==> config.mk <==
export PLATFORM = sky130hd
export DESIGN_NAME = mul_iter
export DESIGN_NICKNAME = d
export VERILOG_FILES = /design/src/rtl/mdu_pkg.sv /design/src/rtl/mdu_abs.sv /design/src/rtl/mul_iter.sv
export SDC_FILE = /design/constraint.sdc
export NUM_CORES = 1
export LEC_CHECK = 0
export BUFFER_PORTS_ARGS = -buffer_cell sky130_fd_sc_hd__buf_2
export CORE_ASPECT_RATIO = 0.6
export CORE_MARGIN = 2
export CORE_UTILIZATION = 44
export DETAILED_ROUTE_END_ITERATION = 8
export SLEW_MARGIN = 25
export SYNTH_ARGS = -nofsm -noshare
export SYNTH_HDL_FRONTEND = slang
export SYNTH_HIERARCHICAL = 1
export SYNTH_SLANG_ARGS = --single-unit
==> constraint.sdc <==
create_clock -name clk -period 6.8 [get_ports clk]
set_clock_uncertainty 0.1 [all_clocks]
set_input_delay 0.34 -clock clk [delete_from_list [all_inputs] [get_ports clk]]
set_output_delay 0.34 -clock clk [all_outputs]
set_load 0.03 [all_outputs]
==> src/rtl/mdu_pkg.sv <==
// Shared definitions for the EX-stage multiply/divide unit: default operand width,
// iterative-engine state encoding and MDU operation codes.
package mdu_pkg;

  localparam int MDU_WIDTH = 32;

  typedef enum logic [1:0] {
    ST_IDLE = 2'd0,
    ST_CALC = 2'd1,
    ST_FIN  = 2'd2
  } mdu_state_e;

  typedef enum logic [1:0] {
    MDU_MULT  = 2'd0,
    MDU_MULTU = 2'd1,
    MDU_DIV   = 2'd2,
    MDU_DIVU  = 2'd3
  } mdu_op_e;

endpackage

==> src/rtl/mdu_abs.sv <==
// Conditional two's-complement negate: result = en ? -value : value.
// Used for operand magnitudes and for the final sign fix-up of signed results.
module mdu_abs #(
  parameter int W = 32
) (
  input  logic         en,
  input  logic [W-1:0] value,
  output logic [W-1:0] result
);

  assign result = en ? -value : value;

endmodule

==> src/rtl/mul_iter.sv <==
// Iterative shift-add multiplier (MULT/MULTU): one multiplier bit per cycle through a single
// WIDTH+1-bit adder; fixed latency of WIDTH+1 cycles from accepted start to done.
import mdu_pkg::*;

module mul_iter #(
  parameter int WIDTH = MDU_WIDTH
) (
  input  logic             clk,
  input  logic             resetn,
  input  logic             start,
  input  logic             signed_op,
  input  logic             flush,
  input  logic [WIDTH-1:0] a,
  input  logic [WIDTH-1:0] b,
  output logic             busy,
  output logic             done,
  output logic [WIDTH-1:0] hi,
  output logic [WIDTH-1:0] lo
);

  localparam int          CW    = $clog2(WIDTH + 1);
  localparam logic [CW-1:0] ITERS = CW'(WIDTH);

  mdu_state_e         state_q;
  logic [WIDTH-1:0]   mag_a_q;
  logic               neg_q;
  logic [2*WIDTH:0]   acc_q;
  logic [CW-1:0]      counter_q;
  logic               busy_q;
  logic               done_q;
  logic [WIDTH-1:0]   hi_q;
  logic [WIDTH-1:0]   lo_q;

  logic [WIDTH-1:0]   abs_a;
  logic [WIDTH-1:0]   abs_b;
  logic [WIDTH:0]     upper_d;
  logic [2*WIDTH:0]   acc_d;
  logic [2*WIDTH-1:0] product;
  logic               accept;

  // The most-negative operand negates to itself, which read as unsigned is exactly 2^(WIDTH-1).
  mdu_abs #(.W(WIDTH)) u_abs_a (
    .en     (signed_op & a[WIDTH-1]),
    .value  (a),
    .result (abs_a)
  );

  mdu_abs #(.W(WIDTH)) u_abs_b (
    .en     (signed_op & b[WIDTH-1]),
    .value  (b),
    .result (abs_b)
  );

  // Sign fix works on the post-step accumulator so hi/lo are ready in the done cycle itself.
  mdu_abs #(.W(2*WIDTH)) u_sign_fix (
    .en     (neg_q),
    .value  (acc_d[2*WIDTH-1:0]),
    .result (product)
  );

  assign accept = (state_q == ST_IDLE) && start && !flush;

  // NOTE: every always_comb output gets a default first so no path can infer a latch.
  always_comb begin
    upper_d = acc_q[2*WIDTH:WIDTH];
    if (acc_q[0]) begin
      upper_d = acc_q[2*WIDTH:WIDTH] + {1'b0, mag_a_q};
    end
    acc_d = {upper_d, acc_q[WIDTH-1:0]} >> 1;
  end

  // NOTE: state registers use non-blocking assignments so every register samples pre-edge values.
  always_ff @(posedge clk or negedge resetn) begin
    if (!resetn) begin
      state_q   <= ST_IDLE;
      mag_a_q   <= '0;
      neg_q     <= 1'b0;
      acc_q     <= '0;
      counter_q <= '0;
      busy_q    <= 1'b0;
      done_q    <= 1'b0;
      hi_q      <= '0;
      lo_q      <= '0;
    end else if (flush) begin
      state_q <= ST_IDLE;
      busy_q  <= 1'b0;
      done_q  <= 1'b0;
    end else begin
      unique case (state_q)
        ST_IDLE: begin
          done_q <= 1'b0;
          if (accept) begin
            mag_a_q   <= abs_a;
            neg_q     <= signed_op & (a[WIDTH-1] ^ b[WIDTH-1]);
            acc_q     <= {{(WIDTH+1){1'b0}}, abs_b};
            counter_q <= ITERS;
            busy_q    <= 1'b1;
            state_q   <= ST_CALC;
          end
        end
        ST_CALC: begin
          acc_q     <= acc_d;
          counter_q <= counter_q - CW'(1);
          if (counter_q == CW'(1)) begin
            hi_q    <= product[2*WIDTH-1:WIDTH];
            lo_q    <= product[WIDTH-1:0];
            done_q  <= 1'b1;
            state_q <= ST_FIN;
          end
        end
        ST_FIN: begin
          done_q  <= 1'b0;
          busy_q  <= 1'b0;
          state_q <= ST_IDLE;
        end
        default: begin
          busy_q  <= 1'b0;
          done_q  <= 1'b0;
          state_q <= ST_IDLE;
        end
      endcase
    end
  end

  assign busy = busy_q;
  assign done = done_q;
  assign hi   = hi_q;
  assign lo   = lo_q;

endmodule
==> results of run 1 <==
==> worst max-delay path by stage <==
stage               slack [ps]                 end  cells after the start
CTS                       2140  hi[31]$_DFFE_PN0P_                     15
global route              1820  hi[26]$_DFFE_PN0P_                     14
global placement          2200  hi[30]$_DFFE_PN0P_                     15
detailed placement        2180  hi[31]$_DFFE_PN0P_                     15
finish                    2060  hi[26]$_DFFE_PN0P_                     14
floorplan                 2510  hi[31]$_DFFE_PN0P_                     15
==> report_power, final <==
part	internal (uW)	switching [uW]	total, uW
combinational	861	1350	2210
sequential	1290	292	1580
clock	571	459	1030
total	2720	2100	4820
==> worst reg2reg max path, delay by kind of cell (launching register included) <==
kind | cells | cell delay, ps
fa+ha+maj | 1 | 420
mux | 1 | 330
simple gates | 6 | 1620
xor+xnor | 2 | 330
flops | 1 | 400
compound gates | 4 | 1500
==> cell families (layout without fill, tap and decap cells) <==
logic type,count (synthesis),count (layout),synth area share
compound gates,298,298,0.178
xor+xnor,153,153,0.112
flops,171,171,0.358
mux,62,62,0.0548
fa+ha+maj,38,38,0.0404
buf+inv,100,207,0.0339
simple gates,585,585,0.223
==> state kept, by name (all words and copies together), names as in the netlist <==
register,flops
done,1
neg_q,1
acc_q,64
lo,32
state_q,2
mag_a_q,32
busy,1
counter_q,6
hi,32
==> routing by layer <==
layer | GRT usage | routed length (um) | up-vias
met2 | 0.320 | 13500 | 307
met5 | 0 | 0 | -
met3 | 0.0459 | 2280 | 31
met1 | 0.424 | 19100 | 5162
met4 | 0.0605 | 524 | 0
li1 | - | - | 5166
==> per-stage QoR <==
step	hold slack (ps)	setup WS [ps]
2_1_floorplan	-55.6	2510
4_1_cts	47.2	2140
6_report	64.9	2060
5_1_grt	61.1	1820
3_5_place_dp	272	2180
3_3_place_gp	273	2200
==> timing repair <==
action | in CTS | in global routing
hold endpoints to repair | 61 | 0
setup buffers | 0 | 0
hold buffers | 1 | 0
setup endpoints to repair | 0 | 0
==> Yosys cell counts (all sizes together), types with 3 or more instances <==
| cell type | number |
|---|---|
| nand2 | 399 |
| dfrtp | 171 |
| xnor2 | 143 |
| o21ai | 83 |
| clkbuf | 58 |
| a21oi | 41 |
| o41ai | 40 |
| o31ai | 38 |
| ha | 37 |
| nor2 | 37 |
| mux2i | 34 |
| mux2 | 28 |
| inv | 26 |
| or4 | 26 |
| a21o | 25 |
| a22o | 23 |
| or3 | 19 |
| buf | 16 |
| nor4 | 16 |
| nand3 | 14 |
| nor3 | 11 |
| nand2b | 10 |
| nand4 | 10 |
| xor2 | 10 |
| and2 | 9 |
| nor2b | 7 |
| a21boi | 6 |
| a31oi | 6 |
| or2 | 6 |
| o211ai | 5 |
| a222oi | 4 |
| and3 | 4 |
| and4 | 4 |
| nand3b | 4 |
| o21bai | 4 |
| a221oi | 3 |
| a22oi | 3 |
| nand4b | 3 |
| o21a | 3 |
| o311ai | 3 |
==> cell type report <==
type / instances / share of cell area
multi-input cells: 1136 / 0.540
flip-flops and latches: 171 / 0.316
repair buffers: 149 / 0.0587
clock buffers: 19 / 0.0334
well taps: 360 / 0.0332
clock inverters: 13 / 0.0113
inverters: 26 / 0.00720
==> out/metrics.csv, run 1 <==
metric,value,unit
run_status,completed,
antenna_left,0,
dr.pass1.iters,7,
cap_violations,0,
die_w,217,um
whs_path_depth,3,
worstPathMaxFanout,7,
antenna_found_initial,0,
overflow,0,
synthTopCellsByArea,"dfrtp_1, nand2_1, xnor2_1",
ys_types,70,
syn_area_per_cell,8.51,um^2
dieArea,28600,um^2
start_util,0.450,
hold_path_class,primary input to register,
syn_inst,1407,
die_h,132,um
multi_input_area,7330,um^2
ff2ff_setup_slack,2060,ps
path_buf_inv,0,
startpoint_type,register,
finalSetupTns,0,ps
clkLatencyLatePin,450,ps
cts_tree,done,
grt_pass1_vias,9825,
antenna_cells,0,
fin_cells,1874,
place_congestion,0.944,
nets,1608,
slew_viol_final,0,
rows,46,
final_cell_mix,"nand2_1, dfrtp_1, xnor2_1",
layout_commonest_cell,nand2_1,
p_per_area,356,nW/um^2
grt_pass1_wl,56.7,mm
post_route_cells_drive_above_1_share,0.167,
ioPinCount,135,
wl_per_cell,18.9,um
max_slew_margin,0.420,
dp_cells,1841,
p_leak,0.00638,uW
whs_endpoint,neg_q$_DFFE_PN0P_,
h-tree-depth,4,
r2r_cells,14,
reg2reg_to,hi[26]$_DFFE_PN0P_,
peakVddDrop,0.169,mV
drc,0,
grt_max_degree,102,
cts_root_buffer,clkbuf_16,
synth_top_area_frac,0.358,
worstPathArrival,5020,ps
worst-setup-path-type,register to register,
via_per_inst,5.69,
worstSetupEndpointType,register,
cts_resized,0,
hold_viol_final,0,
area_delta_synth_final,13.3,%
ys_ff_latch,171,
grt_usage,0.252,
synth_area,12000,um^2
fin_util,0.510,
portBuffers,134,
fin_crit,4740,ps
ys_warn_count,6,
cp_top_family,simple AND/OR/NAND/NOR gates,
cp_common_cell,nand2_1,
core-area,26600,um^2
cp_slowest_cell,or4_1,
cts.sinks,171,
seq_area,4280,um^2
slowest_delay,540,ps
fin_area,13600,um^2
vias,10700,
hpwlAfterDp,26.2,mm
synth_edf_count,0,
synth_area_leader_cell,dfrtp_1,
ys_seq_area_frac,0.358,
timing.final.crit_share,0.697,
grt_setup_unrepaired,false,
clockBufferDepth,2,
nFillCells,2588,
min_from,signed_op,
first_iter_violations,956,
critPathLaunch,acc_q[40]$_DFFE_PN0P_,
clk_pin_slew,70,ps
finalSetupViolations,0,
reg2reg_from,acc_q[40]$_DFFE_PN0P_,
dpl-instance-area,12900,um^2
drt-total-wl,35.4,mm
synth-async-reset-ratio,1.00,
total_power,4820,uW
worst_pin_slew,863,ps
syn-num-nets,1514,
max_freq,211,MHz
cp.required,7080,ps
numCtsBuffers,17,
synth_ff_type,dfrtp_1,
crit_chain,"ha_1, nand2_1, o21ai_0, a31oi_1, a41oi_1, xor2_1, mux2_2, or4_1, or3_1, or3_1, o41ai_1, xnor2_1, nand2_1, nand2_1",
No activity file was read; power rests on OpenSTA's default activity.
==> run 2, diff against run 1 <==
--- a/config.mk
+++ b/config.mk
@@ -10,6 +10,7 @@
 export CORE_MARGIN = 2
 export CORE_UTILIZATION = 44
 export DETAILED_ROUTE_END_ITERATION = 8
+export PLACE_DENSITY = 0.65
 export SLEW_MARGIN = 25
 export SYNTH_ARGS = -nofsm -noshare
 export SYNTH_HDL_FRONTEND = slang
==> constraint.sdc (replaced) <==
create_clock -name clk -period 4 [get_ports clk]
set_clock_uncertainty 0.1 [all_clocks]
set_input_delay 0.2 -clock clk [delete_from_list [all_inputs] [get_ports clk]]
set_output_delay 0.2 -clock clk [all_outputs]
set_load 0.03 [all_outputs]
==> run 2 against run 1 <==
The flow now finishes with violations (negative setup slack). Worst setup slack got worse by 2300 ps. Non-clock buffer count increased by 185. Core utilization grew 7.2 points. Power grew 100%. Highest routed layer unchanged. Critical path type unchanged. Largest cell class unchanged.
==> out/metrics.csv, run 2 (same netlist as run 1, synthesis figures left out) <==
metric,value,unit,change
grt_max_degree,91,,-11%
layout_commonest_cell,nand2_1,,
nets,1793,,+12%
via_per_inst,5.53,,-2.9%
drc,0,,unchanged
clockBufferDepth,2,,unchanged
dieArea,28600,um^2,unchanged
worstSetupEndpointType,register,,
die_w,217,um,unchanged
antenna_cells,0,,unchanged
run_status,"finished, violations left",,
grt_usage,0.263,,+0.0111
largest_reg_flops,64,,unchanged
ioPinCount,135,,unchanged
dp_cells,1982,,+7.7%
crit_cells,17,,+3
max_slew_margin,0.389,,-0.0314
peakVddDrop,0.304,mV,+80%
top_register,acc_q,,
violations,negative setup slack,,
grt_setup_unrepaired,true,,
overflow,0,,unchanged
wl_per_cell,17.9,um,-5.0%
reg2reg_from,mag_a_q[0]$_DFFE_PN0P_,,
final_cell_mix,"nand2_1, dfrtp_1, buf_4",,
core-area,26600,um^2,unchanged
path_buf_inv,1,,+1
finalSetupTns,-3190,ps,-3190 ps
worst-setup-path-type,register to register,,
finalSetupViolations,14,,+14
timing.final.crit_share,1.07,,+0.372
hold_path_class,primary input to register,,
p_per_area,632,nW/um^2,+78%
cp.required,4300,ps,-2780 ps
vias,11400,,+6.7%
drt-total-wl,36.9,mm,+4.3%
ff2ff_setup_slack,-280,ps,-2340 ps
worstPathMaxFanout,3,,-4
max_freq,234,MHz,+11%
setup_ws,-277,ps,-2340 ps
slew_viol_final,0,,unchanged
critPathLaunch,mag_a_q[0]$_DFFE_PN0P_,,
antenna_left,0,,unchanged
grt_pass1_wl,59.5,mm,+4.8%
cts.sinks,171,,unchanged
fin_cells,2059,,+9.9%
p_leak,0.00743,uW,+16%
dr.pass1.iters,6,,-1
post_route_cells_drive_above_1_share,0.267,,+0.0995
startpoint_type,register,,
start_util,0.450,,unchanged
antenna_found_initial,0,,unchanged
hold_viol_final,0,,unchanged
h-tree-depth,4,,unchanged
crit_end,hi[21]$_DFFE_PN0P_,,
fin_crit,4280,ps,-463 ps
cp_slowest_cell,or4_4,,
cts_root_buffer,clkbuf_16,,
crit_chain,"ha_2, fa_2, a21o_4, nand3_2, a311o_2, o31ai_4, buf_6, a21oi_4, xnor2_2, mux2_4, or4_4, or3_4, nand4bb_4, o41ai_2, xnor2_1, nand2_1, nand2_1",,
portBuffers,134,,unchanged
numCtsBuffers,17,,unchanged
worst_pin_slew,917,ps,+54.3 ps
cap_violations,0,,unchanged
clk_pin_slew,70,ps,about the same
first_iter_violations,1053,,+10%
area_delta_synth_final,29.3,%,
rows,46,,unchanged
worstPathArrival,4570,ps,-450 ps
cts_tree,done,,
total_power,9780,uW,+100%
hpwlAfterDp,27.3,mm,+4.0%
cp_common_cell,nand2_1,,
grt_pass1_vias,10800,,+9.6%
slowest_delay,520,ps,-20 ps
reg2reg_to,hi[21]$_DFFE_PN0P_,,
r2r_cells,17,,+3
die_h,132,um,unchanged
place_congestion,0.942,,-0.25%
clkLatencyLatePin,460,ps,about the same
cp_top_family,simple AND/OR/NAND/NOR gates,,
==> run 2: cell types whose count changed in the layout (fill, tap and decap cells not counted), moves of 5 or more <==
| cell | change |
|---|---|
| mux2_4 | +5 |
| bufinv_16 | +5 |
| o31ai_1 | -5 |
| mux2_2 | -5 |
| a31oi_1 | -5 |
| dlygate4sd3_1 | +26 |
| or3_4 | +5 |
| buf_6 | +5 |
| inv_6 | -7 |
| buf_4 | +152 |
==> run 2: routing by layer <==
metal | track usage | vias to the layer above | part of all wire
met4 | 0.0575 | 0 | 0.010
met3 | 0.0480 | 31 | 0.067
li1 | - | 5540 | -
met1 | 0.419 | 5478 | 0.51
met5 | 0 | - | 0
met2 | 0.366 | 330 | 0.41
==> run 2: how the worst min path moves through the flow <==
stage	from	endpoint	slack, ps	depth (start not counted)
final	a[2]	mag_a_q[2]$_DFFE_PN0P_	20	4
after global routing	flush	busy$_DFFE_PN0P_	40	3
after CTS	a[2]	mag_a_q[2]$_DFFE_PN0P_	4	4
after detailed placement	resetn	mag_a_q[27]$_DFFE_PN0P_	250	1
after global placement	resetn	mag_a_q[28]$_DFFE_PN0P_	240	1
after floorplan	resetn	acc_q[0]$_DFFE_PN0P_	-200	0
==> run 2: timing repair <==
item                       4_1_cts  5_1_grt
setup buffers                   19        4
gates resized for setup         36       20
hold buffers                    27        0
hold endpoints to repair       114        0
setup endpoints to repair       17       23
pin swaps                        9        8
==> run 2: final cells by class <==
class                   count  area [um^2]
clock buffers              22          474
clock inverters            10          235
fillers                  2424        11100
inverters                  26         97.6
multi-input cells        1136         7640
flip-flops and latches    171         4280
well taps                 360          450
repair buffers            334         2290
==> run 2: through the flow <==
stage | cell area [um^2] | setup slack, ps | util | hold WS [ps]
finish | 15500 | -277 | 0.582 | 17.3
global route | 15500 | -442 | 0.582 | 39.4
CTS | 15400 | -242 | 0.578 | 3.78
detailed placement | 14100 | -275 | 0.529 | 247
global placement | 14100 | -209 | 0.529 | 237
floorplan | 12000 | -60.8 | - | -196
==> run 2: worst reg2reg max path, delay by kind of cell (launching register included) <==
family          cells  cell delay, ps
mux                 1             280
buf+inv             1             170
xor+xnor            2             350
simple gates        6            1310
compound gates      5            1240
flops               1             350
fa+ha+maj           2             420
==> run 2: where the power goes <==
group	total (uW)	switching (uW)	leakage, uW	internal, uW
combinational	5110	2700	0.00483	2400
clock	2020	733	0.000341	1290
sequential	2660	470	0.00226	2190
==> run 3, diff against run 2 <==
--- a/config.mk
+++ b/config.mk
@@ -10,7 +10,9 @@
 export CORE_MARGIN = 2
 export CORE_UTILIZATION = 44
 export DETAILED_ROUTE_END_ITERATION = 8
+export MAX_ROUTING_LAYER = met4
 export PLACE_DENSITY = 0.65
+export RECOVER_POWER = 100
 export SLEW_MARGIN = 25
 export SYNTH_ARGS = -nofsm -noshare
 export SYNTH_HDL_FRONTEND = slang
==> run 3 against run 2 <==
Non-clock buffer count decreased by 4. Hold slack worse by 34 ps. First-iteration DRC count fell by 9.9%. Power down 2.4%. The flow finishes with violations (negative hold slack, max-capacitance violations, max-slew violations, negative setup slack). Worst setup slack got worse by 5.6 ps. Design area shrank 0.53%. Highest routed layer unchanged. Register-to-register slack about the same. Critical path depth decreased by 1. Final cell count is 0.19% lower. Maximum frequency shrank 0.13%. Via count increased by 1.1%. Combinational power grew 2%.
==> out/metrics.csv, run 3 (same netlist as run 1, synthesis figures left out) <==
metric,value,unit,change
run_status,"finished, violations left",,
violations,"negative hold slack, max-capacitance violations, max-slew violations, negative setup slack",,
reg2reg_to,hi[27]$_DFFE_PN0P_,,
cp_top_family,simple AND/OR/NAND/NOR gates,,
area_delta_synth_final,28.6,%,
drc,0,,unchanged
cts_root_buffer,clkbuf_16,,
finalSetupViolations,13,,-1
grt_setup_unrepaired,true,,
antenna_found_initial,0,,unchanged
slowest_delay,580,ps,+60 ps
timing.final.crit_share,1.07,,+0.00141
path_buf_inv,2,,+1
hpwlAfterDp,27.6,mm,+1.1%
hold_viol_final,1,,+1
post_route_cells_drive_above_1_share,0.229,,-0.0377
max_slew_margin,-0.524,,-0.912
crit_chain,"ha_1, nand2_1, nor3_4, o2111ai_1, buf_4, a311oi_2, buf_4, nor2_1, xnor2_1, mux2_2, or4_4, or4_4, o41ai_4, xnor2_1, nand2_1, nand2_1",,
cp_common_cell,nand2_1,,
clockBufferDepth,2,,unchanged
via_per_inst,5.60,,+1.3%
die_w,217,um,unchanged
reg2reg_from,mag_a_q[7]$_DFFE_PN0P_,,
antenna_cells,0,,unchanged
crit_cells,16,,-1
ioPinCount,135,,unchanged
worst-setup-path-type,register to register,,
vias,11500,,+1.1%
dr.pass1.iters,5,,-1
cap_violations,3,,+3
max_freq,234,MHz,-0.13%
critPathLaunch,mag_a_q[7]$_DFFE_PN0P_,,
fin_hold_ws,-17.1,ps,-34.3 ps
peakVddDrop,0.298,mV,-2.2%
setup_ws,-283,ps,-5.64 ps
rows,46,,unchanged
largest_reg_flops,64,,unchanged
layout_commonest_cell,nand2_1,,
worst_pin_slew,2290,ps,+1370 ps
worstSetupEndpointType,register,,
p_leak,0.00712,uW,-4.1%
total_power,9550,uW,-2.4%
finalSetupTns,-2410,ps,+779 ps
grt_pass1_wl,59.0,mm,-0.81%
grt_usage,0.271,,+0.00732
antenna_left,0,,unchanged
ff2ff_setup_slack,-280,ps,about the same
worstPathMaxFanout,5,,+2
r2r_cells,16,,-1
h-tree-depth,4,,unchanged
crit_end,hi[27]$_DFFE_PN0P_,,
cp_slowest_cell,or4_4,,
drt-total-wl,37.4,mm,+1.4%
final_cell_mix,"nand2_1, dfrtp_1, buf_4",,
clk_pin_slew,70,ps,about the same
wl_per_cell,18.2,um,+1.6%
top_register,acc_q,,
cp.required,4290,ps,about the same
overflow,0,,unchanged
cts_tree,done,,
numCtsBuffers,17,,unchanged
fin_crit,4280,ps,+5.64 ps
core-area,26600,um^2,unchanged
cts.sinks,171,,unchanged
portBuffers,134,,unchanged
place_congestion,1.01,,+7.3%
start_util,0.450,,unchanged
clkLatencyLatePin,460,ps,about the same
p_per_area,620,nW/um^2,-1.9%
die_h,132,um,unchanged
hold_path_class,primary input to register,,
nets,1789,,-0.22%
first_iter_violations,949,,-9.9%
grt_max_degree,90,,-1.1%
grt_pass1_vias,10700,,-0.44%
startpoint_type,register,,
slew_viol_final,155,,+155
dieArea,28600,um^2,unchanged
worstPathArrival,4570,ps,about the same
-- run 3: cell types whose count changed in the layout (fill, tap and decap cells not counted), sizes merged --
cell	change
buf	-73
bufinv	-5
clkbuf	+70
clkinv	+5
clkinvlp	+1
dlygate4sd3	-2
-- run 3: worst min-delay path by stage --
stage,start,endpoint,slack [ps],depth (start not counted)
finish,flush,busy$_DFFE_PN0P_,-20,3
global route,flush,busy$_DFFE_PN0P_,-6,3
CTS,flush,busy$_DFFE_PN0P_,10,3
detailed placement,resetn,acc_q[57]$_DFFE_PN0P_,240,1
global placement,resetn,acc_q[57]$_DFFE_PN0P_,230,1
floorplan,resetn,acc_q[0]$_DFFE_PN0P_,-200,0
-- run 3: power by group --
part           internal, uW  switching (uW)
logic                  2390            2810
clock network           934             742
registers              2190             491
total                  5510            4040
-- run 3: stage by stage --
stage / worst slack, ps / instance area, um^2 / cells / utilization
after global placement: -199 / 14000 / 1981 / 0.528
after floorplan: -60.8 / 12000 / 1407 / -
final: -283 / 15400 / 2055 / 0.579
after global routing: -423 / 15400 / 2055 / 0.579
after detailed placement: -268 / 14000 / 1981 / 0.528
after CTS: -226 / 15200 / 2046 / 0.572
-- run 3: repair_timing --
action | in CTS | in global routing
hold buffers | 25 | 0
endpoints found under the setup margin | 15 | 18
setup buffers | 9 | 10
gates resized for setup | 46 | 40
pin swaps | 18 | 19
endpoints found under the hold margin | 112 | 0
-- run 3: area by class of cell --
class	instances	area [um^2]
timing repair buffer	330	2140
sequential	171	4280
inverter	26	97.6
clock buffer	21	450
clock inverter	11	121
tap	360	450
fill	2440	11200
multi-input combinational	1136	7860
-- run 3: layer usage --
metal  global-route usage  vias to the layer above  wire (um)
li1                     -                     5528          -
met1                0.416                     5582      19100
met2                0.363                      359      15200
met3               0.0524                       40       2650
met4               0.0567                        0        455
met5                    -                        -          0
-- run 3: worst min-delay path, stage by stage --
cell	delay (ps)
buf_2	100
nor2_1	90
o21a_1	110
